## src/rtl/instr_issue.sv

```systemverilog
// rtl/instr_issue.sv - instruction issue stage: FIFO, instruction register, decode and controller handshake
// The FIFO and the issue sequencer live in this one file; the FIFO carries control state only under reset.

module instr_issue_fifo #(
  parameter int DEPTH = 2,
  parameter int WIDTH = 16
) (
  input  logic             clk,
  input  logic             rst,
  input  logic             push,
  input  logic [WIDTH-1:0] push_data,
  input  logic             pop,
  output logic [WIDTH-1:0] head_data,
  output logic             empty,
  output logic             full
);
  localparam int AW = (DEPTH > 1) ? $clog2(DEPTH) : 1;
  localparam int CW = $clog2(DEPTH + 1);
  localparam logic [CW-1:0] FULL_COUNT = CW'(DEPTH);

  logic [WIDTH-1:0] mem [DEPTH];
  logic [AW-1:0]    head;
  logic [AW-1:0]    tail;
  logic [CW-1:0]    count;

  // Pointers wrap naturally because DEPTH is a power of two.
  always_ff @(posedge clk or posedge rst) begin
    if (rst) begin
      head  <= '0;
      tail  <= '0;
      count <= '0;
    end else begin
      if (push) tail <= tail + AW'(1);
      if (pop)  head <= head + AW'(1);
      count <= count + CW'(push) - CW'(pop);
    end
  end

  always_ff @(posedge clk) begin
    if (push) mem[tail] <= push_data;
  end

  assign head_data = mem[head];
  assign empty     = (count == '0);
  assign full      = (count == FULL_COUNT);
endmodule

module instr_issue #(
  parameter int DEPTH = 2
) (
  input  logic        clk,
  input  logic        rst,
  input  logic        in_valid,
  input  logic [15:0] in_instr,
  output logic        in_ready,
  input  logic        waiting,
  output logic        start,
  output logic [2:0]  opcode,
  output logic [1:0]  ALU_op,
  output logic [1:0]  shift_op,
  output logic [2:0]  rn,
  output logic [2:0]  rd,
  output logic [2:0]  rm,
  output logic [15:0] sximm8,
  output logic [15:0] sximm5,
  output logic        busy,
  output logic        illegal,
  output logic [7:0]  issued_count
);
  typedef enum logic [1:0] {IDLE, ISSUE, RUN, DONE_WAIT} state_t;

  state_t      state;
  logic [15:0] ir;
  logic [15:0] head_data;
  logic        fifo_empty;
  logic        fifo_full;
  logic        push;
  logic        pop;
  logic        head_legal;

  assign in_ready = !fifo_full;
  assign push     = in_valid && in_ready;

  // A pop happens whenever the sequencer is ready for the next word: from IDLE, or
  // on the completion edge of the current instruction.
  assign pop = !fifo_empty &&
               ((state == IDLE) || ((state == DONE_WAIT) && waiting));

  assign head_legal = (head_data[15:13] == 3'b101) || (head_data[15:13] == 3'b110);

  instr_issue_fifo #(
    .DEPTH (DEPTH),
    .WIDTH (16)
  ) u_fifo (
    .clk       (clk),
    .rst       (rst),
    .push      (push),
    .push_data (in_instr),
    .pop       (pop),
    .head_data (head_data),
    .empty     (fifo_empty),
    .full      (fifo_full)
  );

  always_ff @(posedge clk or posedge rst) begin
    if (rst) begin
      state        <= IDLE;
      ir           <= '0;
      illegal      <= 1'b0;
      issued_count <= '0;
    end else begin
      illegal <= pop && !head_legal;
      if (pop) ir <= head_data;
      case (state)
        IDLE: begin
          if (pop && head_legal) state <= ISSUE;
        end
        ISSUE: begin
          if (waiting) state <= RUN;
        end
        RUN: begin
          if (!waiting) state <= DONE_WAIT;
        end
        DONE_WAIT: begin
          if (waiting) begin
            issued_count <= issued_count + 8'd1;
            state        <= (pop && head_legal) ? ISSUE : IDLE;
          end
        end
        default: state <= IDLE;
      endcase
    end
  end

  assign start = (state == ISSUE) && waiting;
  assign busy  = (state != IDLE);

  assign opcode   = ir[15:13];
  assign ALU_op   = ir[12:11];
  assign rn       = ir[10:8];
  assign rd       = ir[7:5];
  assign shift_op = ir[4:3];
  assign rm       = ir[2:0];
  assign sximm8   = {{8{ir[7]}}, ir[7:0]};
  assign sximm5   = {{11{ir[4]}}, ir[4:0]};
endmodule

```

## config.mk

```make
export PLATFORM = sky130hd
export DESIGN_NAME = instr_issue
export DESIGN_NICKNAME = d
export VERILOG_FILES = /design/src/rtl/instr_issue.sv
export SDC_FILE = /design/constraint.sdc
export NUM_CORES = 1
export LEC_CHECK = 0
export BUFFER_PORTS_ARGS = -buffer_cell sky130_fd_sc_hd__buf_2
export CAP_MARGIN = 20
export CORE_AREA = 2 2 92 94
export CTS_BUF_LIST = sky130_fd_sc_hd__clkbuf_8
export DETAILED_ROUTE_END_ITERATION = 7
export DIE_AREA = 0 0 94 96
export GPL_TIMING_DRIVEN = 1
export PLACE_DENSITY_LB_ADDON = 0.05
export REMOVE_ABC_BUFFERS = 1
export SLEW_MARGIN = 20
export SYNTH_ARGS = -nofsm -noshare
export SYNTH_HDL_FRONTEND = slang
export SYNTH_SLANG_ARGS = --single-unit
```

## constraint.sdc

```tcl
create_clock -name clk -period 2.4 [get_ports clk]
set_input_delay 0 -clock clk [delete_from_list [all_inputs] [get_ports clk]]
set_output_delay 0 -clock clk [all_outputs]
set_load 0.01 [all_outputs]
```

# After elaboration in Yosys (flattened, before gate mapping)
# Memory sizes are Yosys's and may differ from the RTL's.
# Cells that the tools add are included.
# totals
regBits	31
ram_bits	32
in_bits	20
output_inout_bits	60
elab_cells	47
n_memories	1
# mem_list
name	depth	word_bits	rd	rd_ports_with_merged_regs	wr	line_no	source
u_fifo.mem	2	16	1	0	1	21	logic [WIDTH-1:0] mem [DEPTH];
# classes
n_addsub	5
eq_ne	10
mux	8
reduce_logical	16
# ops
cell	n
8-bit by 1-bit adder with 8-bit output (second input constant)	1
2-bit 2-to-1 mux	4
2-bit case mux with 4 select lines	1
2-bit equality test (second input constant)	3
3-bit equality test (second input constant)	2
1-bit logical AND	6
2-bit inequality test (second input constant)	3
2-bit zero test	2
4-bit AND reduction	1
1-bit zero test	3
1-bit 2-to-1 mux	3
1-bit adder (second input constant)	2
2-bit by 1-bit adder with 2-bit output	1
2-bit by 1-bit equality test with 1-bit output (second input constant)	1
1-bit logical OR	2
2-bit by 1-bit inequality test with 1-bit output (second input constant)	1
2-bit AND reduction	1
2-bit nonzero test	1
2-bit by 1-bit subtractor with 2-bit output	1

# Longest topological paths before layout
# depth
ltp_word	8
depth_mapped	10
ltp_nobuf	9

# By module
# Synthesis repeated with hierarchy kept, for this count alone.
# hier_totals
cells_unflattened	189
area_unflattened_um2	2896.5
# modules_own_cells
mod	instances	cells_per_inst	area_each_um2	seq_area_each_um2
instr_issue	1	123	1490.2	675.6
instr_issue_fifo	1	66	1406.3	1061.0

# Worst setup path after synthesis
# Ideal clock, no wire load.
# synth_path
path_kind	reg2reg
from	reg state[0]
to	reg u_fifo.count[1]
setup_ns	0.123
arrival_ns	1.937
required_ns	2.277
slack_ns	0.340
path_stages_with_launch	11
n_path_buf	1
period_less_slack_ns	2.060
path_cell_list	dfrtp_1 > inv_1 > ha_1 > a21oi_1 > nor2_4 > buf_2 > ha_1 > inv_1 > ha_1 > xnor2_1 > xnor2_1
# synth_via
elab_chain_cells	5
elab_cells_between_ends	6
classes_between	add/sub (1); eq/ne (1); reduce/logical (4)
# synth_rtl
item	line_no	source
from (decl)	72	state_t state;
from (signal assigned)	127	state <= (pop && head_legal) ? ISSUE : IDLE;
2-bit equality test	87	((state == IDLE) || ((state == DONE_WAIT) && waiting));
1-bit logical AND	87	
1-bit logical OR *	87	
1-bit logical AND *	86	assign pop = !fifo_empty &&
named net pop	78	logic pop;
2-bit by 1-bit subtractor with 2-bit output *	35	count <= count + CW'(push) - CW'(pop);
to (signal assigned)	35	
to (decl)	24	logic [CW-1:0] count;
# Mark *: on every way through the listed nets, which the timed path passes. The rest lies on a longest branch.
# A chain may end at the register's enable or synchronous reset.

# Worst setup path in the final report
# layout_path
from	reg state[0]
to	reg u_fifo.count[1]
# layout_via
elab_chain_cells	5
elab_cells_between_ends	6
classes_between	add/sub (1); eq/ne (1); reduce/logical (4)
# layout_rtl
item	line_no
2-bit equality test	87
1-bit logical AND	87
1-bit logical OR *	87
1-bit logical AND *	86
2-bit by 1-bit subtractor with 2-bit output *	35
# Mark *: on every way between the ends. The rest lies on a longest branch, timed or not.

==> reports/summary.log <==
INFO  sta            final.period_utilization=82.9%
INFO  global_route   globalRouteMet1Util=13.7%
INFO  min_path       hold_path.class=in -> reg
INFO  sta            worst_slack=0.410ns
INFO  place          io_buffers=79
INFO  drt            wl_per_cell=12.6microns
INFO  drt            drc_errors=0
INFO  floorplan      floorplan.die.width=94microns
INFO  global_route   grt_most_used_layer=met2
INFO  global_route   antenna_found_initial=0
INFO  drt            vias_cell=4.23
INFO  floorplan      num_rows=33
INFO  logic_synthesis syn_inst=211
INFO  power          power_density=1330mW/mm^2
INFO  sta            worst_slew_pin_slew=0.425ns
INFO  logic_synthesis seq_area_frac_synth=62.9%
INFO  finish         layout_commonest_cell=sky130_fd_sc_hd__buf_2
INFO  power          static_leakage=1.53nW
INFO  finish         fraction_of_final_layout_cells_sized_beyond_drive_strength_1=36.3%
INFO  sta            slew-limit-headroom=71.7%
INFO  global_route   grt_max_degree=35
INFO  clock_network  tritoncts_clock_tree=done
INFO  sta            setup_viol=0
INFO  drt            vias=1678
INFO  critical_path  worst-endpoint-required=2.65ns
INFO  global_route   grtUsageMet3=3.05%
INFO  place          post-dp-hpwl=3270microns
INFO  drt            totalWireLength=4990microns
INFO  finish         most-common-layout-cells=sky130_fd_sc_hd__buf_2, sky130_fd_sc_hd__edfxtp_1, sky130_fd_sc_hd__dfrtp_1
INFO  clock_network  cts_max_level=3
INFO  sta            post_route_skew=0.00557ns
INFO  clock_network  total_clock_buffers_created_by_cts=9
INFO  critical_path  startpoint_type=register
INFO  sta            finalCriticalPeriod=1.99ns
INFO  place          gp_routability_congestion=0.710
INFO  global_route   grt_util_met2=20.2%
INFO  finish         final.fill_count=779
INFO  place          dp_worst_setup_slack=0.394ns
INFO  logic_synthesis yosys.cell_types.count=28
INFO  global_route   global_route.overflow_total=0
INFO  logic_synthesis synth_enable_flop_cells=32
INFO  sta            grt_setup_unrepaired=false
INFO  floorplan      boundaryPins=80
INFO  finish         area_growth=24.6%
INFO  run_status     outcome=finished, final reports clean
INFO  floorplan      die_outline_area=0.00902sqmm
INFO  sta            final.setup.tns=0ns
INFO  finish         antenna-diode-count=0
INFO  critical_path  end_kind=register
INFO  global_route   first_global_vias=1630
INFO  global_route   grtUsageTotal=11.8%
INFO  drt            initialDrtViolationCount=43
INFO  finish         finish.cell_count_without_fillers=397
INFO  logic_synthesis ys_dominant_reg_cell=sky130_fd_sc_hd__edfxtp_1
INFO  logic_synthesis post_synth_instance_area=0.00276sqmm
INFO  critical_path  timing.critical_path.arrival=2.24ns
INFO  sta            finalHoldViolations=0
INFO  drt            route.antenna.remaining_nets=0
INFO  global_route   grt_pass1_wl=7820microns
INFO  sta            clock.fmax=0.502GHz
INFO  sta            final-max-slew-violation-count=0
INFO  critical_path  timing_worst_setup_path_type=reg -> reg
INFO  logic_synthesis fraction_of_registers_with_async_set_or_reset_after_synthesis=49.2%
INFO  run            drv.max_cap_violation_count=0
INFO  floorplan      core_region_area=0.00805sqmm
INFO  critical_path  highest_fanout_seen_on_the_critical_path=5
INFO  floorplan      vertical_die_dimension=96microns
INFO  power          ir_drop=0.000405V
INFO  place          placed_cells_incl_taps=363
INFO  drt            detail_route.first_pass.iterations=4
INFO  floorplan      initial_utilization=34.3%
INFO  clock_network  cts.path.max_buffers=2
INFO  clock_network  worst_setup_hold_path_clk_slew=0.07ns
INFO  clock_network  clock_latency=0.33ns
INFO  logic_synthesis postSynthAreaPerCell=13.1squm
INFO  logic_synthesis synth-seq-cells=63
INFO  logic_synthesis ys.warnings.count=0
INFO  clock_network  cts_root_buf=sky130_fd_sc_hd__clkbuf_8
INFO  clock_network  cts.sinks=63
INFO  finish         num-nets-final=315
==> metrics by stage <==
step           hold WS [ns]  cell area, sq um  util [%]  power, mW
2_1_floorplan        0.0989              2490         -       2.92
3_3_place_gp          0.121              3060      38.0       3.68
3_5_place_dp          0.129              3060      38.0       3.69
4_1_cts               0.107              3440      42.8       4.68
5_1_grt               0.146              3440      42.8       4.95
6_report              0.114              3440      42.8       4.58
==> final timing paths <==
check | from | end | slack, ns | cells past startpoint
worst min-delay path | waiting | issued_count[0] | 0.11 | 3
worst max-delay path | state[0] | u_fifo.count[1] | 0.41 | 9
max in group asynchronous | rst | ir[4] | 1.79 | 4
worst min register to register | issued_count[7] | issued_count[7] | 0.47 | 1
min in group asynchronous | rst | ir[8] | 0.31 | 4
worst max register to register | state[0] | u_fifo.count[1] | 0.41 | 9
==> cell families (layout without fill, tap and decap cells) <==
kind of cell / count (synthesis) / after routing / share of synthesized area (%)
flip-flops: 63 / 63 / 62.9
buffers and inverters: 44 / 125 / 10.8
AND/OR/NAND/NOR: 42 / 42 / 6.93
AO/OA/AOI/OAI: 24 / 24 / 5.26
multiplexers: 17 / 17 / 6.39
XOR/XNOR: 13 / 13 / 4.12
adder cells (fa/ha/maj): 8 / 8 / 3.62
==> registers in the layout, summed over array words and instances (netlist names) <==
register / count
state: 2
u_fifo.count: 2
illegal: 1
ir: 16
u_fifo.mem: 32
issued_count: 8
u_fifo.tail: 1
u_fifo.head: 1
==> routing by layer <==
| metal | vias up | share of wire [%] |
|---|---|---|
| li1 | 844 | - |
| met1 | 781 | 44 |
| met2 | 49 | 50 |
| met3 | 4 | 4.8 |
| met4 | 0 | 1.1 |
| met5 | - | 0 |
==> final cells by class <==
type                       count  area, sq um  area share [%]
multi-input combinational    104          729            21.2
inverter                       7         26.3           0.763
timing repair buffer         102          613            17.8
clock buffer                  10          138            4.00
tap                          105          131            3.82
sequential                    63         1740            50.5
clock inverter                 6         67.6            1.96
==> cell usage after synthesis, drive strengths merged, types with 3 or more instances <==
| cell | instances | share of area [%] |
|---|---|---|
| a21oi | 18 | 3.4 |
| buf | 37 | 9.8 |
| dfrtp | 31 | 28 |
| edfxtp | 32 | 35 |
| ha | 8 | 3.6 |
| inv | 7 | 0.95 |
| mux2i | 15 | 5.4 |
| nand2 | 9 | 1.2 |
| nand3 | 3 | 0.54 |
| nor2 | 22 | 3.3 |
| xnor2 | 8 | 2.5 |
| xor2 | 5 | 1.6 |
==> power by group <==
part           internal [mW]  switching (mW)
Combinational          0.817            1.03
Clock                  0.514           0.427
Sequential              1.53           0.265
==> critical path, cell delays in order (launching register included) <==
cell and delay, ns:
sky130_fd_sc_hd__dfrtp_1 0.39, sky130_fd_sc_hd__inv_1 0.12, sky130_fd_sc_hd__ha_1 0.26, sky130_fd_sc_hd__a21oi_1 0.27, sky130_fd_sc_hd__nor2_4 0.08, sky130_fd_sc_hd__ha_1 0.28
sky130_fd_sc_hd__inv_1 0.03, sky130_fd_sc_hd__ha_1 0.19, sky130_fd_sc_hd__xnor2_1 0.16, sky130_fd_sc_hd__xnor2_1 0.14
==> what timing repair did <==
item,in CTS,in global routing
hold buffers,18,0
setup buffers,0,0
resized for setup,0,0
hold endpoints to repair,64,0
Power figures use the tool's default switching activity.
